--- config.mk ---
export PLATFORM = sky130hd
export DESIGN_NAME = bcd_display_counter
export DESIGN_NICKNAME = d
export VERILOG_FILES = /design/src/rtl/bcd_disp_pkg.sv /design/src/rtl/bcd_display_counter_tick_gen.sv /design/src/rtl/bcd_display_counter.sv
export SDC_FILE = /design/constraint.sdc
export NUM_CORES = 1
export LEC_CHECK = 0
export ABC_AREA = 1
export BUFFER_PORTS_ARGS = -buffer_cell sky130_fd_sc_hd__buf_2
export CORE_MARGIN = 3
export CORE_UTILIZATION = 42
export CTS_CLUSTER_SIZE = 24
export DETAILED_ROUTE_END_ITERATION = 6
export GPL_TIMING_DRIVEN = 1
export MAX_ROUTING_LAYER = met4
export PLACE_DENSITY_LB_ADDON = 0.08
export SLEW_MARGIN = 15
export SYNTH_ARGS = -nofsm -noshare
export SYNTH_HDL_FRONTEND = slang
export SYNTH_SLANG_ARGS = --single-unit
--- constraint.sdc ---
create_clock -name clk -period 2.6 [get_ports clk]
set_input_delay 0.26 -clock clk [delete_from_list [all_inputs] [get_ports clk]]
set_output_delay 0.26 -clock clk [all_outputs]
set_load 0.01 [all_outputs]
--- src/rtl/bcd_disp_pkg.sv ---
// Shared constants and helpers for the BCD display counter.
// Seven-segment codes are {g,f,e,d,c,b,a}, active-low.
package bcd_disp_pkg;

  localparam logic [6:0] SEG_BLANK = 7'b1111111;

  function automatic logic [6:0] seg_encode(logic [3:0] v);
    logic [6:0] s;
    case (v)
      4'd0:    s = 7'b1000000;
      4'd1:    s = 7'b1111001;
      4'd2:    s = 7'b0100100;
      4'd3:    s = 7'b0110000;
      4'd4:    s = 7'b0011001;
      4'd5:    s = 7'b0010010;
      4'd6:    s = 7'b0000010;
      4'd7:    s = 7'b1111000;
      4'd8:    s = 7'b0000000;
      4'd9:    s = 7'b0010000;
      default: s = SEG_BLANK;
    endcase
    return s;
  endfunction

  function automatic logic [3:0] bcd_clamp(logic [3:0] v);
    return (v > 4'd9) ? 4'd0 : v;
  endfunction

endpackage

--- src/rtl/bcd_display_counter_tick_gen.sv ---
// Free-running prescaler; tick marks the terminal count,
// which is also the cycle the counter clears.
module tick_gen
  import bcd_disp_pkg::*;
#(
  parameter int DIV = 1
) (
  input  logic clk,
  input  logic rst,
  output logic tick
);

  localparam int W = (DIV > 1) ? $clog2(DIV) : 1;

  logic [W-1:0] cnt;

  assign tick = ~rst & (cnt == W'(DIV - 1));

  always_ff @(posedge clk) begin
    if (rst)       cnt <= '0;
    else if (tick) cnt <= '0;
    else           cnt <= cnt + 1'b1;
  end

endmodule

--- src/rtl/bcd_display_counter.sv ---
// Multi-digit BCD up/down counter with prescaled tick,
// parallel load, wrap flag and multiplexed 7-seg output.
module bcd_display_counter
  import bcd_disp_pkg::*;
#(
  parameter int DIGITS   = 4,
  parameter int CLK_HZ   = 100_000_000,
  parameter int COUNT_HZ = 1,
  parameter int SCAN_HZ  = 1000
) (
  input  logic                  clk,
  input  logic                  rst,
  input  logic                  en,
  input  logic                  up,
  input  logic                  load,
  input  logic [4*DIGITS-1:0]   load_val,
  input  logic                  blank_lz,
  output logic [4*DIGITS-1:0]   count,
  output logic                  wrap,
  output logic                  tick,
  output logic [6:0]            seg_cat,
  output logic [DIGITS-1:0]     seg_an
);

  localparam int COUNT_DIV = CLK_HZ / COUNT_HZ;
  localparam int SCAN_DIV  = CLK_HZ / (SCAN_HZ * DIGITS);
  localparam int IW        = (DIGITS > 1) ? $clog2(DIGITS) : 1;

  logic              scan_tick;
  logic [IW-1:0]     idx;
  logic [DIGITS:0]   cy_up;
  logic [DIGITS:0]   cy_dn;
  logic [4*DIGITS-1:0] nxt;
  logic [4*DIGITS-1:0] ld;
  logic [DIGITS-1:0] zero_hi;
  logic [DIGITS-1:0] blank;
  logic [DIGITS-1:0] an_nxt;
  logic [6:0]        cat_nxt;

  tick_gen #(.DIV(COUNT_DIV)) u_count_div (
    .clk  (clk),
    .rst  (rst),
    .tick (tick)
  );

  tick_gen #(.DIV(SCAN_DIV)) u_scan_div (
    .clk  (clk),
    .rst  (rst),
    .tick (scan_tick)
  );

  assign cy_up[0] = 1'b1;
  assign cy_dn[0] = 1'b1;

  // cy_up[k]/cy_dn[k]: all digits below k are 9/0
  for (genvar k = 0; k < DIGITS; k++) begin : g_dig
    logic [3:0] d;
    logic [3:0] d_inc;
    logic [3:0] d_dec;
    assign d     = count[4*k +: 4];
    assign d_inc = (d == 4'd9) ? 4'd0 : d + 4'd1;
    assign d_dec = (d == 4'd0) ? 4'd9 : d - 4'd1;
    assign cy_up[k+1] = cy_up[k] & (d == 4'd9);
    assign cy_dn[k+1] = cy_dn[k] & (d == 4'd0);
    assign nxt[4*k +: 4] =
      up ? (cy_up[k] ? d_inc : d)
         : (cy_dn[k] ? d_dec : d);
    assign ld[4*k +: 4] = bcd_clamp(load_val[4*k +: 4]);
    if (k == DIGITS - 1) begin : g_top
      assign zero_hi[k] = (d == 4'd0);
    end else begin : g_mid
      assign zero_hi[k] = (d == 4'd0) & zero_hi[k+1];
    end
    if (k == 0) begin : g_lsd
      assign blank[k] = 1'b0;
    end else begin : g_hsd
      assign blank[k] = blank_lz & zero_hi[k];
    end
  end

  always_ff @(posedge clk) begin
    if (rst) begin
      count <= '0;
      wrap  <= 1'b0;
    end else if (load) begin
      count <= ld;
      wrap  <= 1'b0;
    end else if (tick & en) begin
      count <= nxt;
      wrap  <= up ? cy_up[DIGITS] : cy_dn[DIGITS];
    end else begin
      wrap  <= 1'b0;
    end
  end

  always_ff @(posedge clk) begin
    if (rst)
      idx <= '0;
    else if (scan_tick)
      idx <= (idx == IW'(DIGITS - 1)) ? '0 : idx + 1'b1;
  end

  always_comb begin
    an_nxt      = '1;
    an_nxt[idx] = 1'b0;
    cat_nxt     = blank[idx] ? SEG_BLANK
                             : seg_encode(count[4*idx +: 4]);
  end

  always_ff @(posedge clk) begin
    if (rst) begin
      seg_an  <= '1;
      seg_cat <= SEG_BLANK;
    end else begin
      seg_an  <= an_nxt;
      seg_cat <= cat_nxt;
    end
  end

endmodule

* Word level (Yosys, flattened, before mapping) *
Memory sizes are Yosys's and may differ from the RTL's. A register that Yosys moved wholly into a read port is not among the register bits.
Cells that the tools add are included.

operators by class
  add/subtract/negate cells = 11
  $lt $le $gt $ge = 6
  eq/ne operators = 10
  shift operators = 1
  muxes and demuxes = 30
  bitwise gates (word level) = 17
  reductions and logical operators = 16

operators with widths
  kind                   count
  $mux 4                 22
  $mux 16                2
  $add 27x1->27 const B  1
  $eq 27x27->1 const B   1
  $add 4x1->4 const B    4
  $eq 4x4->1 const B     4
  $gt 4x4->1 const B     4
  $logic_not 4->1        4
  $shiftx 16x5->4        1
  $sub 4x1->4 const B    4
  $add 15x1->15 const B  1
  $eq 15x15->1 const B   1
  $and 1x1->1            14
  $ne 3x1->1 const B     3
  $reduce_and 3->1       3
  $reduce_bool 3->1      3
  $reduce_or 2->1        3
  $not 4->4              1
  $lt 2x3->1 const B     1
  $mux 1                 3
  $reduce_or 3->1        1
  $add 2x1->2 const B    1
  $bmux 1 s2             1
  $demux 1 s2            1
  6 further kinds        7

word-level totals
  register bits after elaboration = 65
  bits in read-only memories = 112
  input port bits = 22
  logic and storage cells = 101
  memories = 1

memories
  name             words  bits a word  rd ports  clocked after memory_dff  write ports  RTL line           text
  (no name shown)  16     7            1         1                         0            bcd_disp_pkg.sv:9  case (v)

* Depth between registers and ports, before layout *
  depth in word-level cells = 7
  gate-level depth with buffers = 11

* Hierarchy *
Synthesis repeated with hierarchy kept, for this count alone.

unflattened totals
  cell total of the unflattened synthesis = 735
  area total of the unflattened synthesis = 4,647.0 um^2

modules (own cells, without submodules)
  module                   instances  cells each  area each (um^2)  seq. area each (um^2)
  bcd_display_counter      1          370         2,255.9           600.6
  tick_gen at u_count_div  1          233         1,536.5           540.5
  tick_gen at u_scan_div   1          132         854.6             300.3

* Worst setup path after synthesis *
No wires, ideal clock.

  kind = register to register
  from = register u_count_div.cnt[0]
  to = register count[5]
  setup time = 0.115 ns
  arrival time = 1.460 ns
  data required time = 2.485 ns
  path slack = 1.024 ns
  stages on the path, launching flop included = 12
  path buffers = 1
  period minus slack after synthesis = 1.576 ns
  cells stage by stage = dfxtp_1 > ha_1 > nand2_2 > nor2_4 > nand2_4 > nor2_4 > nand4_4 > nand2_4 > buf_6 > nand3_1 > nand2_1 > nor2_1

between the ends
  cells in the longest elaborated chain, start to end = 5

RTL lines
  element                             RTL line                            text
  start, declared                     bcd_display_counter_tick_gen.sv:15  logic [W-1:0] cnt;
  start signal, assigned              bcd_display_counter_tick_gen.sv:22  else cnt <= cnt + 1'b1;
  $eq 27x27->1                        bcd_display_counter_tick_gen.sv:17  assign tick = ~rst & (cnt == W'(DIV - 1));
  $and 1x1->1                         bcd_display_counter_tick_gen.sv:17
  $and 1x1->1                         bcd_display_counter.sv:88           end else if (tick & en) begin
  $reduce_bool 2->1 (no source line)  -
  $reduce_and 3->1 (no source line)   -
  end signal, assigned                bcd_display_counter.sv:86           count <= ld;
  end signal, assigned                bcd_display_counter.sv:89           count <= nxt;
  end, declared                       bcd_display_counter.sv:18           output logic [4*DIGITS-1:0] count,

No other way between the ends.
A chain may end at the register's enable or synchronous reset.

* Worst setup path after layout *
  from = register u_count_div.cnt[0]
  to = output port tick

between the ends
  cells in the longest elaborated chain, start to end = 2

RTL lines
  element        RTL line                            text
  $eq 27x27->1   bcd_display_counter_tick_gen.sv:17
  $and 1x1->1    bcd_display_counter_tick_gen.sv:17
  end, declared  bcd_display_counter.sv:20           output logic tick,

No other way between the ends.

==> results.json <==
{
  "drv_slew": 0,
  "synth.net_count": 684,
  "io_buffer_count": 50,
  "setup_viol_count_final": 0,
  "hold-path-cell-count": 2,
  "route.met3.wl_um": 711,
  "hp-start": "rst",
  "post-cts-setup-buffers": 0,
  "area_growth_pct": 12.6,
  "clock_power_share_pct": 35.8,
  "start_kind": "register",
  "die_h_um": 107,
  "drcViolationCount": 0,
  "switching_power_mw": 0.751,
  "setup_tns_ns": 0,
  "drt_pre_antenna_iters": 5,
  "dpl.hpwl_um": 8350,
  "place_congestion": 0.914,
  "timing.rr.start": "idx[0]",
  "synth_top_area_share_pct": 33.5,
  "vias": 4273,
  "numCtsBuffers": 9,
  "endpoint_kind": "output port",
  "p_int_mw": 1.72,
  "clkTransAtPathRegs_ns": 0.07,
  "start_util_pct": 43.6,
  "cts-hold-fix-buffers": 0,
  "clock_path_buffers": 2,
  "syn-instance-count": 651,
  "seq_power_share_pct": 48.5,
  "final_nets": 735,
  "cts_tree": "yes",
  "synth_seq_cells": 72,
  "maxSlewHeadroom_pct": 62.4,
  "p_leak_nw": 2.08,
  "via_per_inst": 5.09,
  "core-area_sq_um": 9860,
  "cp_cell_sequence": "ha_1 -> nand2_2 -> nor2_4 -> nand2_4 -> nor2_4 -> nand2_1 -> nor2_1 -> buf_2",
  "criticalPathCategory": "reg2out",
  "routedWlPerCell_um": 13.1,
  "grt_pass1_vias": 3891,
  "grt_setup_unrepaired": "false",
  "h-tree-depth": 3,
  "cts_sinks": 72,
  "p_comb_share_pct": 15.7,
  "holdPathEnd": "count[0]",
  "crit_arrival_ns": 1.79,
  "avgSynthCellArea_sq_um": 6.61,
  "synth.largest_area_cell": "dfxtp_1",
  "die-area_sq_um": 11500,
  "reg2reg_to": "seg_cat[6]",
  "worst_ep_required_time_ns": 2.34,
  "grt_pass1_wl_um": 18400,
  "drt_iter0_markers": 324,
  "io-pin-count": 51,
  "r2r_cells": 7,
  "final_common_cell": "nand2_1",
  "synth_top_cells_by_area": "dfxtp_1 33%, nand2_1 13%, nor2_1 7.8%",
  "clockRootBuffer": "clkbuf_8",
  "final_layout_size_suffix_gt1_share_pct": 16.0,
  "routed_wl_um": 11000,
  "swShare_pct": 30.4,
  "max_freq_mhz": 487,
  "ant_nets": 0,
  "final_cell_mix": "150 x nand2_1, 89 x nor2_1, 72 x dfxtp_1",
  "yosys_warnings": 0,
  "power.density_nw_per_um2": 509,
  "hp-class": "in2reg",
  "grt_overflow": 0,
  "path_buf_inv": 1,
  "grt_start_max_net_pins": 27,
  "topRoutingLayerUsed": "met4",
  "cts-resized-gates": 0,
  "r2r_setup_slack_ns": 0.66,
  "clock_skew_ns": 0.0115,
  "worst_slew_pin_slew_ns": 0.564,
  "die_x_um": 107,
  "critPathSlowestCell": "dfxtp_1",
  "fin_util_pct": 49.1,
  "status": "finished, final reports clean",
  "grt_usage_pct": 20.6,
  "wl_met1_um": 5340,
  "hold_viol_final": 0,
  "maxCapViolations": 0,
  "antenna_found_initial": 0,
  "seq_area_frac_synth_pct": 33.5,
  "clk_latency_ns": 0.36,
  "ys_types": 41,
  "fin_crit_ns": 2.05,
  "diodes": 0,
  "cp_top_family": "simple AND/OR/NAND/NOR gates",
  "finalCritPeriodShare_pct": 79.0,
  "ir_drop_v": 0.000309,
  "syn_area_sq_um": 4300,
  "crit_top_cell": "nor2_4",
  "routed-wl-met2_um": 4760,
  "num_rows": 36,
  "crit_fanout": 7,
  "cpPeakStageDelay_ns": 0.39
}
==> layout make-up <==
cell class                 instances  area [sq um]
inverter                          77           289
clock inverter                     6          61.3
multi-input combinational        490          2500
sequential                        72          1440
fill                            1033          5020
tap                              133           166
clock buffer                       9           124
timing repair buffer              52           265
==> power by group through the flow <==
stage / registers [mW] / logic, mW / clock network (mW)
2_1_floorplan: 1.22 / 0.262 / 0
3_3_place_gp: 1.22 / 0.385 / 0
3_5_place_dp: 1.22 / 0.385 / 0
4_1_cts: 1.20 / 0.387 / 0.926
5_1_grt: 1.20 / 0.444 / 0.962
6_report: 1.20 / 0.388 / 0.883
==> metal layers <==
metal / global-route usage, % / vias to the layer above
met4: 5.84 / 0
met3: 5.24 / 14
met2: 30.5 / 120
li1: - / 2223
met5: - / -
met1: 27.8 / 1916
==> worst max-delay path by stage <==
stage | start | end | slack, ns | cells after the start
after global placement | idx[0] | seg_cat[6] | 0.70 | 7
after global routing | u_count_div.cnt[0] | tick | 0.37 | 8
after floorplan | u_count_div.cnt[0] | count[5] | 1.02 | 11
final | u_count_div.cnt[0] | tick | 0.55 | 8
after CTS | u_count_div.cnt[0] | tick | 0.54 | 8
after detailed placement | idx[0] | seg_cat[6] | 0.68 | 7
==> synth_stat cells <==
cell type / number
nand2_1: 150
nor2_1: 89
dfxtp_1: 72
inv_1: 69
a21oi_1: 50
nand3_1: 50
o21ai_0: 28
nor3_1: 16
nand4_1: 12
ha_1: 11
xor2_1: 9
inv_2: 8
buf_2: 7
nand2_2: 7
nor2_4: 7
o211ai_1: 7
or2_2: 7
nor2_2: 6
nor4_1: 5
o21ai_1: 5
xnor2_1: 5
nor3b_1: 4
nand3b_1: 3
nor3_2: 3
clkbuf_1: 2
nand2_4: 2
o21ai_2: 2
o22ai_1: 2
a21oi_2: 1
a32oi_1: 1
buf_6: 1
buf_8: 1
clkbuf_2: 1
nand3_2: 1
nand4_4: 1
o21a_1: 1
o21bai_1: 1
o221ai_1: 1
o22ai_2: 1
o31ai_1: 1
or2_0: 1
==> metrics by stage <==
step                      area [sq um]  std cells  setup slack, ns  power (mW)  hold slack, ns
after detailed placement          4660        824            0.679        1.61           0.445
after global routing              4850        839            0.367        2.61           0.137
after CTS                         4850        839            0.539        2.51           0.134
after global placement            4660        824            0.704        1.61           0.430
after floorplan                   4300        651             1.02        1.49           0.322
final                             4850        839            0.546        2.47           0.154
==> cell families (layout without fill, tap and decap cells) <==
| group | count (synthesis) | count (layout) | synth area share [%] |
|---|---|---|---|
| xor gates and xnor gates | 14 | 14 | 2.85 |
| and+or+nand+nor | 364 | 364 | 39.0 |
| adders and majority gates | 11 | 11 | 3.20 |
| DFF | 72 | 72 | 33.5 |
| AOI/OAI and AO/OA | 101 | 101 | 13.0 |
| buffers and inverters | 89 | 144 | 8.43 |
==> sequential cells by signal (all words and copies together), names as in the netlist <==
register,count
idx,2
u_count_div.cnt,27
seg_cat,7
seg_an,4
wrap,1
count,16
u_scan_div.cnt,15
(Power assumes the default switching activity.)
